File: config.mk
export PLATFORM = sky130hd
export DESIGN_NAME = resp_sched
export DESIGN_NICKNAME = d
export VERILOG_FILES = /design/src/rtl/resp_sched.sv
export SDC_FILE = /design/constraint.sdc
export NUM_CORES = 1
export LEC_CHECK = 0
export BUFFER_PORTS_ARGS = -buffer_cell sky130_fd_sc_hd__buf_2
export CAP_MARGIN = 30
export CORE_MARGIN = 4
export CORE_UTILIZATION = 36
export CTS_CLUSTER_SIZE = 8
export DETAILED_ROUTE_END_ITERATION = 7
export GPL_TIMING_DRIVEN = 0
export HOLD_SLACK_MARGIN = 0.05
export SLEW_MARGIN = 10
export SYNTH_ARGS = -nofsm -noshare
export SYNTH_HDL_FRONTEND = slang
export SYNTH_SLANG_ARGS = --single-unit
File: constraint.sdc
create_clock -name clk -period 5.86 [get_ports clk]
set_clock_uncertainty 0.1 [all_clocks]
set_input_delay 1.758 -clock clk [delete_from_list [all_inputs] [get_ports clk]]
set_output_delay 1.758 -clock clk [all_outputs]
set_load 0.02 [all_outputs]
File: src/rtl/resp_sched.sv
// resp_sched: round-robin scheduler that shares one UART/BLE transmit path
// between several byte requesters, with a tx_done watchdog.
module resp_sched #(
  parameter int NREQ    = 3,
  parameter int TIMEOUT = 32768,
  parameter int TW      = 16
) (
  input  logic              clk,
  input  logic              rst,
  input  logic [NREQ-1:0]   req,
  input  logic [8*NREQ-1:0] byte_in,
  output logic [NREQ-1:0]   gnt,
  output logic [7:0]        resp,
  output logic              trmt,
  input  logic              tx_done,
  output logic              busy,
  output logic [NREQ-1:0]   ovf,
  output logic              tmo,
  input  logic              clr_err
);

  localparam int PW = $clog2(NREQ);

  typedef enum logic [1:0] {
    IDLE,
    SEND,
    WAIT
  } state_t;

  state_t          state;
  state_t          state_nxt;
  logic [NREQ-1:0] pend;
  logic [7:0]      data [NREQ];
  logic [PW-1:0]   rr_ptr;
  logic [TW-1:0]   cnt;
  logic [PW-1:0]   win;
  logic [NREQ-1:0] win_oh;
  logic            launch;
  logic            expire;
  int              j;

  // Scan from farthest to nearest so the first set bit after rr_ptr wins.
  always_comb begin
    win    = '0;
    launch = 1'b0;
    win_oh = '0;
    j      = 0;
    for (int k = NREQ; k >= 1; k--) begin
      j = int'(rr_ptr) + k;
      if (j >= NREQ) j = j - NREQ;
      if (pend[PW'(j)]) begin
        win    = PW'(j);
        launch = 1'b1;
      end
    end
    if (state != IDLE) launch = 1'b0;
    if (launch) win_oh[win] = 1'b1;
  end

  // A tx_done in the final watchdog cycle still counts as a clean finish.
  assign expire = (state == WAIT) && !tx_done
               && (cnt == TW'(TIMEOUT - 1));

  always_comb begin
    state_nxt = state;
    unique case (state)
      IDLE:    if (|pend) state_nxt = SEND;
      SEND:    state_nxt = WAIT;
      WAIT:    if (tx_done || expire) state_nxt = IDLE;
      default: state_nxt = IDLE;
    endcase
  end

  assign busy = (state == SEND) || (state == WAIT);

  always_ff @(posedge clk) begin
    if (rst) state <= IDLE;
    else     state <= state_nxt;
  end

  always_ff @(posedge clk) begin
    if (rst) begin
      pend   <= '0;
      rr_ptr <= PW'(NREQ - 1);
      resp   <= '0;
      trmt   <= 1'b0;
      gnt    <= '0;
      cnt    <= '0;
      ovf    <= '0;
      tmo    <= 1'b0;
      for (int i = 0; i < NREQ; i++) data[i] <= '0;
    end else begin
      trmt <= launch;
      gnt  <= win_oh;
      if (launch) begin
        resp   <= data[win];
        rr_ptr <= win;
      end
      if (state == SEND)      cnt <= '0;
      else if (state == WAIT) cnt <= cnt + TW'(1);
      // A re-request on the granted slot refills it with the new byte.
      pend <= (pend & ~win_oh) | req;
      for (int i = 0; i < NREQ; i++)
        if (req[i]) data[i] <= byte_in[8*i +: 8];
      ovf <= (ovf & {NREQ{~clr_err}}) | (req & pend & ~win_oh);
      tmo <= (tmo & ~clr_err) | expire;
    end
  end

endmodule

==> results.md, run 1 <==
* Syn_nets at 312
* Comb pwr share at 32.6%
* Worst Hold Class: register to register
* Die width at 96.7 µm
* Part of the Yosys area used for sequential elements at a little over half
* Crit path cell chain: inv_1 -> ha_1 -> buf_2
* Total number of vias at 2,135
* Port Buffers at 46
* DR iter-0 viols at around 90
* Lkg Pwr at 1.31 nW
* Worst Hold Depth at 2
* Least-Margin Pin Slew at 734 ps
* Average size of a mapped cell at 10.3 µm²
* DR WL/cell at 13.6 µm
* Largest cells by area after synthesis: dfxtp_1 (28%), edfxtp_1 (25%), and2_1 (5.5%), nor2_1 (4.2%), ha_1 (3.1%)
* Final hold vios at 0
* Hold WS at 369 ps
* Critical Path Stages at 3
* Clock Power Share at roughly a quarter
* Final core utilization at 43.8%
* Critical Path End Type: primary output
* Synth warnings at 0
* Critical path arrival at 1240 ps
* Number of synthesized flops with an enable pin at 24
* H-tree depth at 3
* Cell taking the most area after synthesis: dfxtp_1
* Final WL at 5.94 mm
* Critical Path Start Type: register
* Reg power frac at a little over two fifths
* Top-level I/O count at 48
* Critical path buffers and inverters at 2
* CTS root buffer: clkbuf_8
* Top delay family on crit path: flip-flops
* Drt drc at 0
* Peak supply drop at 0.000144 V
* Area grow syn2layout at 19.0%
* Largest net degree at the start of global routing at 14
* # diodes at 0
* Non-filler instance count after layout at 438
* Setup repair bufs after CTS at 0
* Grt total ovfl at 0
* Clock Tree Buf Depth at 2
* CTS Hold Bufs at 0
* Ys async rst share at 0%
* RSZ-0062 raised after global routing: false
* Most frequent cell after synthesis: dfxtp_1
* Largest stage delay, worst path at 370 ps
* Pwr Density at 397 nW/µm²
* Cell Rows at 32
* Place WS at 2610 ps
* Vias in the first global route at 2,063
* Final setup violation count at 0
* Cell area after layout at 3370 µm²
* Net Sw Frac at 36.6%
* Worst EP required at 4000 ps
* Max Cap Violations at 0
* Area after DPL at approximately 3200 µm²
* Switching power at 0.490 mW
* Synth Cell Area at 2830 µm²
* Post-DRT Antenna Nets at 0
* Flops & latches, synth at 63
* Fin crit share at 52.9%
* Post-synth top cells: dfxtp_1 (39), nor2_1 (32), and2_1 (25), edfxtp_1 (24), nand2_1 (13)
* Vias/cell at 4.87
* Setup_tns at 0 ps
* Full die area at 9340 µm²
* Aggregate global-route resource usage at a little over an eighth
* Core area at 7690 µm²
* Final WS setup at 2760 ps
* Max Clk Rate at 322 MHz
* First-pass GRT wire length at between 9 and 10 mm
* Worst slew margin at 50.9%
* Clk sinks at 63
* WS Path Type: register to primary output
* RePlAce Congestion at 0.783
* Clock latency on the worst-skew pair at 340 ps
* CP max-delay cell: dfxtp_1
* Total CTS buffers at 9
* Predominant post-synthesis flop cell: dfxtp_1
* Hpwl dp at 4.36 mm
* R2R depth at 8
* CTS tree: yes
* Critical Path Fanout Max at 3
* Internal power at 0.848 mW
* Layout cells sized above 1 at a little under a quarter
* Fin. max-slew vios at 0
* Initial Utilization at 36.8%
* Die height at 96.7 µm
* Clk slew on worst S/H paths at 70 ps
* Count of cell types in the netlist at 46
* Post-synthesis cell count at between 200 and 300
* Total power at roughly 1.3 mW
* Initial antenna violation count at 0
* Nets at 369
* Post-synth top area share at 27.6%
* Status: complete, no violations
* Final critical-path required period at 3100 ps
* DRT Pass-1 Iters at 4
* Post_cts resized at 0
* Placed Cells at 422
* Reg2Reg Setup Slack at 3170 ps
## final cells by class
| type | count | area, µm² |
|---|---|---|
| multi-input combinational | 187 | 1230 |
| clock inverter | 7 | 55.1 |
| fill | 781 | 4320 |
| buffer | 13 | 61.3 |
| clock buffer | 9 | 124 |
| timing repair buffer | 46 | 230 |
| sequential | 63 | 1500 |
| tap | 102 | 128 |
| inverter | 11 | 41.3 |
## worst min-delay path, stage by stage (launching register included)
cell and delay [ps]:
dfxtp_1 310, nand2b_1 60, a21oi_1 50
## power groups by stage
stage / combinational, mW / sequential (mW) / clock, mW
6_report: 0.436 / 0.561 / 0.340
5_1_grt: 0.482 / 0.569 / 0.371
3_3_place_gp: 0.431 / 0.569 / 0
4_1_cts: 0.440 / 0.562 / 0.350
2_1_floorplan: 0.276 / 0.611 / 0
3_5_place_dp: 0.438 / 0.571 / 0
## final timing paths
path                                from                   end
hold reg to reg           tmo$_SDFF_PP0_        tmo$_SDFF_PP0_
setup / recovery   state[0]$_SDFFE_PP0P_                  busy
setup reg to reg  rr_ptr[0]$_SDFFE_PP0P_  resp[0]$_SDFFE_PP0P_
hold / removal            tmo$_SDFF_PP0_        tmo$_SDFF_PP0_
## cells in the final DEF, fill, tap and decap left out, types with 5 or more instances in the layout
cell type	Yosys	layout
dfxtp_1	39	39
xnor2_1	6	6
o21ai_0	6	6
inv_1	11	11
nand4_1	6	6
edfxtp_1	24	24
nor2_1	32	32
nand3_1	12	12
clkbuf_1	10	10
nor3_1	8	8
nand2_1	13	13
and2_1	25	25
a311oi_1	7	7
xor2_1	5	5
ha_1	7	7
a21oi_1	8	8
buf_2	1	47
a22oi_1	8	8
nand2b_1	6	6
clkbuf_8	0	9
## logic make-up after synthesis
logic type	Yosys count	share of synthesized area, %
simple gates	119	21.8
flops	63	53.1
compound gates	45	13.3
buf+inv	24	3.63
xor+xnor	11	3.40
fa+ha+maj	7	3.09
mux	5	1.81
## sequential cells by signal, indices dropped and copies added (netlist names)
| name | flops |
|---|---|
| cnt | 16 |
| data | 24 |
| gnt | 3 |
| ovf | 3 |
| pend | 3 |
| resp | 8 |
| rr_ptr | 2 |
| state | 2 |
| tmo | 1 |
| trmt | 1 |
## layer usage
metal  track usage (%)  share of wire (%)  up-vias  wire, µm
li1                  -                  -     1087         -
met1              18.1                 48      991      2840
met2              20.0                 45       46      2700
met3              3.53                4.8       11       284
met4              6.16                2.0        0       116
met5                 0                  0        -         0
Power figures use the tool's default switching activity.
==> inputs of run 2 (changes only) <==
==> constraint.sdc (replaced) <==
create_clock -name clk -period 2.8 [get_ports clk]
set_clock_uncertainty 0.1 [all_clocks]
set_input_delay 0.84 -clock clk [delete_from_list [all_inputs] [get_ports clk]]
set_output_delay 0.84 -clock clk [all_outputs]
set_load 0.02 [all_outputs]
==> results.md, run 2 (same netlist as run 1, synthesis figures left out) <==
* Max Clk Rate at 386 MHz
* R2R depth at 9 (was 8)
* Worst slew margin at 56.9% (was 50.9%)
* Largest stage delay, worst path at 480 ps (was 370 ps)
* Core area at 7690 µm² (unchanged)
* Top-level I/O count at 48 (unchanged)
* RSZ-0062 raised after global routing: false (unchanged)
* Critical path arrival at 2740 ps (was 1240 ps)
* Initial antenna violation count at 0 (unchanged)
* Total number of vias at 2,129 (was 2,135)
* Die width at 96.7 µm (unchanged)
* Placed Cells at 422 (unchanged)
* Port Buffers at 46 (unchanged)
* Clk sinks at 63 (unchanged)
* Crit path cell chain: inv_1 -> ha_1 -> buf_2 -> nand2_1 -> a2111oi_4 -> or2_1 -> buf_4 -> a22oi_1 -> a311oi_1 (was inv_1 -> ha_1 -> buf_2)
* Fin crit share at 92.6%
* Full die area at 9340 µm² (unchanged)
* Post-DRT Antenna Nets at 0 (unchanged)
* Max reg flops at 24 (unchanged)
* Vias/cell at 4.87 (about the same)
* Status: complete, no violations (unchanged)
* Lkg Pwr at 1.31 nW (about the same)
* Worst Hold Class: register to register (unchanged)
* Setup repair bufs after CTS at 0 (unchanged)
* Largest net degree at the start of global routing at 14 (unchanged)
* Final WS setup at 208 ps (was 2760 ps)
* Critical path buffers and inverters at 3 (was 2)
* Drt drc at 0 (unchanged)
* Layout cells sized above 1 at 23.9% (was 23.5%)
* Peak supply drop at 0.000302 V (was 0.000144 V)
* Aggregate global-route resource usage at 13.4% (unchanged)
* Critical Path End Type: register (was primary output)
* Clk slew on worst S/H paths at 70 ps (about the same)
* Initial Utilization at 36.8% (unchanged)
* Total CTS buffers at 9 (unchanged)
* Final setup violation count at 0 (unchanged)
* Nets at 368 (was 369)
* Top delay family on crit path: compound AO/OA/AOI/OAI gates (was flip-flops)
* Most frequent cells in the layout: buf_2 (47), dfxtp_1 (39), nor2_1 (31) (was buf_2 (47), dfxtp_1 (39), nor2_1 (32))
* Met2 Use GR at 20.0% (unchanged)
* Cell Rows at 32 (unchanged)
* Worst EP required at 2950 ps (was 4000 ps)
* GR peak layer: met2 (unchanged)
* WS Path Type: register to register (was register to primary output)
* Grt total ovfl at 0 (unchanged)
* Die height at 96.7 µm (unchanged)
* Vias in the first global route at 2,063 (unchanged)
* H-tree depth at 3 (unchanged)
* CTS Hold Bufs at 0 (unchanged)
* Top flop regs: data: 24 flops, cnt: 16 flops, resp: 8 flops (unchanged)
* CTS root buffer: clkbuf_8 (unchanged)
* RePlAce Congestion at 0.783 (unchanged)
* Clock Tree Buf Depth at 2 (unchanged)
* CP max-delay cell: dfxtp_1 (unchanged)
* Critical Path Start Type: register (unchanged)
* First-pass GRT wire length at 9.89 mm (unchanged)
* Met1 GRT Util at 18.1% (unchanged)
* Critical Path Stages at 9 (was 3)
* Least-Margin Pin Slew at 644 ps (was 734 ps)
* Met3 Use GR at 3.53% (unchanged)
* DR WL/cell at 13.6 µm (about the same)
* Non-filler instance count after layout at 437 (was 438)
* Final hold vios at 0 (unchanged)
* DR iter-0 viols at 101 (was 91)
* Worst Hold Depth at 2 (unchanged)
* Most common cell after layout, fill and taps aside: buf_2 (unchanged)
* Final WL at 5.95 mm (was 5.94 mm)
* Place WS at 117 ps (was 2610 ps)
* Reg with most FFs: data (unchanged)
* Final critical-path required period at 2590 ps
* Fin. max-slew vios at 0 (unchanged)
* Clock latency on the worst-skew pair at 340 ps (about the same)
* Setup_tns at 0 ps (unchanged)
* Hpwl dp at 4.36 mm (unchanged)
* Pwr Density at 832 nW/µm² (was 397 nW/µm²)
* # diodes at 0 (unchanged)
* Final core utilization at 43.8% (about the same)
* Critical Path Fanout Max at 10 (was 3)
* Max Cap Violations at 0 (unchanged)
* DRT Pass-1 Iters at 4 (unchanged)
* CTS tree: yes (unchanged)
* Area grow syn2layout at 18.9% (was 19.0%)
## run 2: final cells by class
| cell class | count | area [µm²] |
|---|---|---|
| fillers | 779 | 4320 |
| flip-flops and latches | 63 | 1500 |
| multi-input cells | 187 | 1230 |
| repair buffers | 46 | 230 |
| well taps | 102 | 128 |
| clock buffers | 9 | 124 |
| plain buffers | 12 | 57.6 |
| clock inverters | 7 | 55.1 |
| inverters | 11 | 41.3 |
## run 2: repair_timing
action | in CTS | in global routing
resized for setup | 0 | 1
setup endpoints to repair | 0 | 5
endpoints found under the hold margin | 0 | 0
## run 2: worst min-delay path: cells and delay by family, from the launching register on
kind | cells | cell delay [ps]
AO/OA/AOI/OAI | 1 | 50
flip-flops | 1 | 310
AND/OR/NAND/NOR | 1 | 60
## run 2: report_power, final
part	leakage, nW	internal [mW]	switching [mW]
Sequential	0.574	1.09	0.0806
Combinational	0.653	0.352	0.563
Clock	0.0866	0.329	0.382
## run 2: final timing paths
path / slack, ps / to / start
max reg2reg: 210 / resp[0]$_SDFFE_PP0P_ / rr_ptr[0]$_SDFFE_PP0P_
min reg2reg: 370 / tmo$_SDFF_PP0_ / tmo$_SDFF_PP0_
min: 370 / tmo$_SDFF_PP0_ / tmo$_SDFF_PP0_
max: 210 / resp[0]$_SDFFE_PP0P_ / rr_ptr[0]$_SDFFE_PP0P_
## run 2: layer usage
layer | vias up | routed length [µm]
met5 | - | 0
met4 | 0 | 110
met1 | 991 | 2880
li1 | 1085 | -
met2 | 42 | 2710
met3 | 11 | 257
## run 2: through the flow
stage                     power [mW]  hold WS (ps)  instance area (µm²)
after CTS                       2.83           373                 3370
after detailed placement        2.11           360                 3190
after floorplan                 1.86           351                 2830
final                           2.80           369                 3370
after global routing            2.98           403                 3370
after global placement          2.09           361                 3190
